File: config.mk
export PLATFORM = sky130hd
export DESIGN_NAME = cardinal_ring_router
export DESIGN_NICKNAME = d
export VERILOG_FILES = /design/src/rtl/cardinal_ring_router.sv
export SDC_FILE = /design/constraint.sdc
export NUM_CORES = 1
export LEC_CHECK = 0
export ABC_AREA = 1
export CAP_MARGIN = 10
export CORE_AREA = 3 3 295 297
export CTS_CLUSTER_DIAMETER = 80
export DETAILED_ROUTE_END_ITERATION = 12
export DIE_AREA = 0 0 298 300
export PLACE_DENSITY = 0.68
export SLEW_MARGIN = 10
export SYNTH_ARGS = -nofsm -noshare
export SYNTH_HDL_FRONTEND = slang
export SYNTH_SLANG_ARGS = --single-unit
File: constraint.sdc
create_clock -name clk -period 5.2 [get_ports clk]
set_clock_uncertainty 0.1 [all_clocks]
set_input_delay 1.56 -clock clk [delete_from_list [all_inputs] [get_ports clk]]
set_output_delay 1.56 -clock clk [all_outputs]
set_load 0.03 [all_outputs]
File: src/rtl/cardinal_ring_router.sv
// Three-port bidirectional ring router (CW, CCW, PE) with two polarity-alternated
// virtual channels and 1-deep buffers on every input and output port.
module cardinal_ring_router #(
  parameter int PACKET_SIZE = 64
) (
  input  logic                   clk,
  input  logic                   reset,
  output logic                   polarity,
  input  logic                   cwsi,
  output logic                   cwri,
  input  logic [0:PACKET_SIZE-1] cwdi,
  input  logic                   ccwsi,
  output logic                   ccwri,
  input  logic [0:PACKET_SIZE-1] ccwdi,
  input  logic                   pesi,
  output logic                   peri,
  input  logic [0:PACKET_SIZE-1] pedi,
  output logic                   cwso,
  input  logic                   cwro,
  output logic [0:PACKET_SIZE-1] cwdo,
  output logic                   ccwso,
  input  logic                   ccwro,
  output logic [0:PACKET_SIZE-1] ccwdo,
  output logic                   peso,
  input  logic                   pero,
  output logic [0:PACKET_SIZE-1] pedo
);

  localparam int CW  = 0;
  localparam int CCW = 1;
  localparam int PE  = 2;

  typedef logic [0:PACKET_SIZE-1] pkt_t;

  logic       pol;
  logic       v;
  logic [1:0] in_full  [3];
  logic [1:0] out_full [3];
  pkt_t       in_buf   [3][2];
  pkt_t       out_buf  [3][2];
  pkt_t       hold     [3];
  logic [2:0] ptr;

  logic [2:0] si, ri, so, ro;
  pkt_t       di   [3];
  pkt_t       dout [3];
  pkt_t       mv   [3];
  logic [2:0] take, fill, flip;

  function automatic pkt_t dec_hop(input pkt_t p);
    pkt_t q;
    q = p;
    q[8:15] = p[8:15] - 8'd1;
    return q;
  endfunction

  // Returns {grant_b, grant_a}; ptr set means b is favoured on contention.
  function automatic logic [1:0] arb(input logic a, input logic b, input logic p,
                                     input logic free);
    logic [1:0] g;
    if (!free)
      g = 2'b00;
    else if (a && b)
      g = p ? 2'b10 : 2'b01;
    else
      g = {b, a};
    return g;
  endfunction

  assign polarity = pol;
  assign v        = ~pol;
  assign si       = {pesi, ccwsi, cwsi};
  assign ro       = {pero, ccwro, cwro};
  assign di[CW]   = cwdi;
  assign di[CCW]  = ccwdi;
  assign di[PE]   = pedi;

  always_comb begin
    for (int i = 0; i < 3; i++) begin
      ri[i]   = ~reset & ~in_full[i][pol];
      so[i]   = ~reset & out_full[i][pol];
      dout[i] = '0;
      if (!reset)
        dout[i] = out_full[i][pol] ? out_buf[i][pol] : hold[i];
    end
  end

  assign cwri  = ri[CW];
  assign ccwri = ri[CCW];
  assign peri  = ri[PE];
  assign cwso  = so[CW];
  assign ccwso = so[CCW];
  assign peso  = so[PE];
  assign cwdo  = dout[CW];
  assign ccwdo = dout[CCW];
  assign pedo  = dout[PE];

  // Internal phase: route and arbitrate the VC opposite the current polarity
  logic cw_h0, ccw_h0, pe_dir;
  logic cw_to_cw, cw_to_pe, ccw_to_ccw, ccw_to_pe, pe_to_cw, pe_to_ccw;
  logic [1:0] g_cw, g_ccw, g_pe;

  assign cw_h0      = (in_buf[CW][v][8:15] == 8'd0);
  assign ccw_h0     = (in_buf[CCW][v][8:15] == 8'd0);
  assign pe_dir     = in_buf[PE][v][1];
  assign cw_to_cw   = in_full[CW][v] & ~cw_h0;
  assign cw_to_pe   = in_full[CW][v] & cw_h0;
  assign ccw_to_ccw = in_full[CCW][v] & ~ccw_h0;
  assign ccw_to_pe  = in_full[CCW][v] & ccw_h0;
  assign pe_to_cw   = in_full[PE][v] & ~pe_dir;
  assign pe_to_ccw  = in_full[PE][v] & pe_dir;

  assign g_cw  = arb(cw_to_cw, pe_to_cw, ptr[CW], ~out_full[CW][v]);
  assign g_ccw = arb(ccw_to_ccw, pe_to_ccw, ptr[CCW], ~out_full[CCW][v]);
  assign g_pe  = arb(cw_to_pe, ccw_to_pe, ptr[PE], ~out_full[PE][v]);

  assign take[CW]  = g_cw[0] | g_pe[0];
  assign take[CCW] = g_ccw[0] | g_pe[1];
  assign take[PE]  = g_cw[1] | g_ccw[1];
  assign fill      = {|g_pe, |g_ccw, |g_cw};
  assign flip[CW]  = cw_to_cw & pe_to_cw & ~out_full[CW][v];
  assign flip[CCW] = ccw_to_ccw & pe_to_ccw & ~out_full[CCW][v];
  assign flip[PE]  = cw_to_pe & ccw_to_pe & ~out_full[PE][v];

  assign mv[CW]  = g_cw[0]  ? dec_hop(in_buf[CW][v])  : in_buf[PE][v];
  assign mv[CCW] = g_ccw[0] ? dec_hop(in_buf[CCW][v]) : in_buf[PE][v];
  assign mv[PE]  = g_pe[0]  ? in_buf[CW][v]           : in_buf[CCW][v];

  // Control state: flags, pointers, polarity and the idle-output hold registers
  always_ff @(posedge clk) begin
    if (reset) begin
      pol <= 1'b0;
      ptr <= '0;
      for (int i = 0; i < 3; i++) begin
        in_full[i]  <= '0;
        out_full[i] <= '0;
        hold[i]     <= '0;
      end
    end else begin
      pol <= ~pol;
      ptr <= ptr ^ flip;
      for (int i = 0; i < 3; i++) begin
        if (si[i] && ri[i]) in_full[i][pol]  <= 1'b1;
        if (take[i])        in_full[i][v]    <= 1'b0;
        if (so[i] && ro[i]) out_full[i][pol] <= 1'b0;
        if (fill[i])        out_full[i][v]   <= 1'b1;
        hold[i] <= dout[i];
      end
    end
  end

  // Packet storage: external writes use VC pol, internal moves use VC ~pol
  always_ff @(posedge clk) begin
    for (int i = 0; i < 3; i++) begin
      if (si[i] && ri[i]) in_buf[i][pol] <= di[i];
      if (fill[i])        out_buf[i][v]  <= mv[i];
    end
  end

endmodule

# Yosys cells after proc, flatten, opt, wreduce, memory -nomap -nowiden
# Memory sizes are Yosys's and may differ from the RTL's.
# Cells that the tools add are included.
# op_classes
add_sub_neg,2
magnitude_cmp,8
mux,140
reduce_logical,18
bitwise,62
# op_table
op,count
$mux 64,32
$mux 128,6
$demux 64 s1,2
$mux 1,77
$mux 2,21
$or 1x1->1,30
$and 1x1->1,18
$logic_not 8->1,2
$sub 8x1->8 const B,2
$logic_and 1x1->1,13
$not 1->1,11
$reduce_or 2->1,3
$ge 2x2->1 const B,2
$lt 1x2->1 const B,2
$lt 2x1->1 const B,2
$not 1->2,2
$xor 3x3->3,1
$demux 1 s1,2
$ge 1x1->1 const B,2
# word_totals
n_memories,5
ram_bits,972
ff_bits,4
word_cells,237
# mem_list
name,depth,width,rd,rd_clocked_by_memory_dff,write_ports,line_no,text
in_buf,3,128,3,0,3,39,pkt_t in_buf [3][2];
out_buf,3,128,3,0,3,40,pkt_t out_buf [3][2];
hold,3,64,3,0,3,41,pkt_t hold [3];
in_full,3,2,3,0,3,37,logic [1:0] in_full [3];
out_full,3,2,3,0,3,38,logic [1:0] out_full [3];

# Longest topological paths before layout
# logic_depth
word_depth,16
ltp_mapped,18

# Worst setup path after synthesis
# OpenSTA, ideal clock, no wires.
# synth_path
path_type,input -> register
startpoint,input port reset
endpoint,"memory in_buf[0][256] in the netlist's numbering, enable pin"
path_buffers,0
setup_ns,0.488
path_slack_ns,-0.706
arrival_ns,5.318
path_stages,5
required_time_ns,4.612
cell_sequence,nor2_2 inv_2 o22ai_1 nand2_1 nor2_1
# synth_rtl
element,line_no,text
from (decl),7,"input logic reset,"
to (decl),39,

# Worst setup path after layout
# layout_path
startpoint,input port reset
endpoint,output port ccwdo[23] in the netlist's numbering
# layout_between
elab_chain_cells,1
# layout_rtl
element,line_no,text
$mux 64,83,if (!reset)
to (decl),23,"output logic [0:PACKET_SIZE-1] ccwdo,"
# No other way between the ends.

==> impl_metrics.tcl <==
set metrics [dict create \
    antenna_found_initial 22 \
    arrival_ns 3.36 \
    die_x_um 298 \
    max_cap_viol_count 0 \
    ys_types 43 \
    num_vias 26140 \
    whs_ns 0.3944 \
    path_class "input pin to primary output" \
    overflow 0 \
    hold_viol 0 \
    cts_tree "done" \
    place_inst 4586 \
    post-cts-setup-buffers 0 \
    rr_endpoint "out_buf[0][205]" \
    core_mm2 0.08488 \
    critical_path_required_ns 3.54 \
    multi_input_area_mm2 0.009615 \
    tightest_slew_ns 0.9186 \
    totalPowerFinal_mw 18.93 \
    dp.final_hpwl_um 66590 \
    netlist_area_mm2 0.03798 \
    max_freq_mhz 199.2 \
    drt_pass1_iterations 6 \
    drc 0 \
    grt.total_usage 0.2277 \
    cp-start-kind "input pin" \
    reg2reg_depth 11 \
    yosysSeqAreaShare 0.7190 \
    min_period_ns 5.020 \
    initial_core_util 0.4474 \
    clock-sinks 976 \
    htree_num_levels 3 \
    power_density_mw_per_mm2 405.6 \
    wl_met1_um 42460 \
    layout_common_cells "nand2_1, edfxtp_1, a31oi_1" \
    fillCellCount 7103 \
    netlist_instances 3191 \
    cts.path.max_buffers 3 \
    ant_nets 0 \
    grt_pass1_vias 24860 \
    cp-end-kind "primary output" \
    slew_violations 0 \
    syn-num-nets 3393 \
    grt_pass1_wl_um 154100 \
    drt_iter0_drc 2344 \
    peakVddDrop_mv 0.2788 \
    dp_slack_ns 0.1890 \
    clkTransAtPathRegs_ns 0.06 \
    wl_met2_um 50650 \
    regArea_mm2 0.02731 \
    slew_headroom 0.3876 \
    r2r_start "polarity" \
    grt_max_degree 139 \
    final_common_cell "nand2_1" \
    path_max_fanout 58 \
    wl_per_cell_um 21.68 \
    syn_area_per_cell_um2 11.90 \
    regToRegSetupSlack_ns 0.71 \
    area_growth_pct 22.89 \
    crit_buf_inv 4 \
    die_height_um 300 \
    synth-seq-cells 976 \
    io_buffers 398 \
    boundaryPins 399 \
    worstHoldStart "out_full[2][0]" \
    clockRootBuffer "clkbuf_16" \
    hp-class "flop to flop" \
    vias_per_cell 5.448 \
    fin_ws_ns 0.1804 \
    routed_wl_um 104000 \
    cp_top_family "buffers and inverters" \
    layout-drive-gt1-share 0.1287 \
    rows 107 \
    outcome "finished clean" \
    synth_edf_count 776 \
    synthArstFlopShare 0 \
    crit_chain "clkdlybuf4s50_1, inv_6, buf_12, o21ai_0, a31oi_1, buf_4" \
    min_to "out_full[2][0]" \
    gp_congestion 0.8467 \
    ys_warn_count 0 \
    clock_latency_ns 0.64 \
    stdcell_count 4798 \
    ys.flop_type "edfxtp_1" \
    cts_buffers 102 \
    p_leak_nw 17.33 \
    crit_path_max_incr_delay_ns 0.52 \
    dieArea_mm2 0.08940 \
    rsz0062_at_grt "no" \
    period_share 0.9653 \
    critPathSlowestCell "clkdlybuf4s50_1" \
    hold_path_depth 2 \
    finalSetupViolCount 0 \
    top_layer_used "met5" \
    wl_met3_um 7472 \
    nets 3748 \
]
[through the flow]
| step | utilization | area (µm²) | TNS [ns] |
|---|---|---|---|
| after floorplan | - | 38000 | -91.83 |
| after global placement | 0.5085 | 43160 | 0 |
| after detailed placement | 0.5085 | 43160 | 0 |
| after CTS | 0.5491 | 46610 | 0 |
| after global routing | 0.5496 | 46650 | 0 |
| final | 0.5498 | 46670 | 0 |
[worst min-delay path: stages, from the launching register on]
cell and delay, ns:
dfxtp_1 0.33, nand2_1 0.07, a21oi_1 0.05
[power by group]
part	total, mW	internal [mW]	leakage, nW	switching, mW
clock	7.33	4.34	1.71	2.99
combinational	2.44	0.761	6.88	1.68
sequential	9.16	9.05	8.73	0.112
[synthesized netlist by cell type, types with 2 or more instances]
cell / instances / area, µm²
nand2_1: 946 / 3551
nor2_1: 88 / 330.3
nand3_1: 15 / 75.07
buf_6: 4 / 45.04
dfxtp_1: 200 / 4004
inv_1: 56 / 210.2
a31oi_1: 445 / 2784
mux2i_1: 60 / 600.6
o22ai_1: 3 / 18.77
or2_0: 2 / 12.51
o21ai_1: 84 / 420.4
or2_1: 2 / 12.51
nor3b_1: 2 / 15.01
o22ai_2: 2 / 25.02
o21ai_2: 2 / 17.52
ha_1: 2 / 25.02
nor2_4: 3 / 33.78
xor2_1: 7 / 61.31
o311ai_1: 3 / 26.28
nand2_2: 10 / 62.56
nand3_2: 4 / 40.04
o21ai_0: 240 / 1201
a21oi_1: 8 / 40.04
nor2_2: 5 / 31.28
buf_1: 12 / 45.04
xnor2_1: 3 / 26.28
edfxtp_1: 776 / 23300
buf_4: 10 / 75.07
inv_2: 6 / 22.52
clkbuf_1: 116 / 435.4
buf_2: 63 / 315.3
[what timing repair did]
action / CTS / global route
setup endpoints to repair: 3 / 47
hold buffers: 0 / 0
hold endpoints to repair: 0 / 0
gates resized for setup: 1 / 2
[per-layer routing]
layer / GRT usage / vias to the layer above
met3: 0.04202 / 183
met5: 0 / -
met1: 0.2957 / 12590
met2: 0.3811 / 979
li1: - / 12380
met4: 0.08874 / 12
[flip-flops by register name, indices dropped and copies added (netlist names)]
signal	count
out_full	6
hold	192
polarity	1
in_full	6
out_buf	384
in_buf	384
ptr	3
[how the worst max path moves through the flow]
stage	from	end	slack, ns	cells past startpoint
after detailed placement	reset	ccwdo[36]	0.19	6
after floorplan	reset	in_buf[0][256]	-0.71	5
after global placement	reset	ccwdo[23]	0.18	6
final	reset	ccwdo[23]	0.18	6
after CTS	polarity	pedo[51]	0.03	7
after global routing	polarity	pedo[51]	0.01	7
[cell families after synthesis]
family	synth area share
DFF	0.7190
xor gates and xnor gates	0.002306
AOI/OAI and AO/OA	0.1199
buffers and inverters	0.03054
and+or+nand+nor	0.1118
adders and majority gates	0.0006588
muxes	0.01581
[cell type report]
class	count	share of cell area
clock buffers	144	0.06265
diodes	19	0.001019
flip-flops and latches	976	0.5852
multi-input cells	1946	0.2060
repair buffers	457	0.09751
inverters	63	0.005952
well taps	1144	0.03067
clock inverters	49	0.01099
Note: power is estimated with default switching activity, not from simulation.
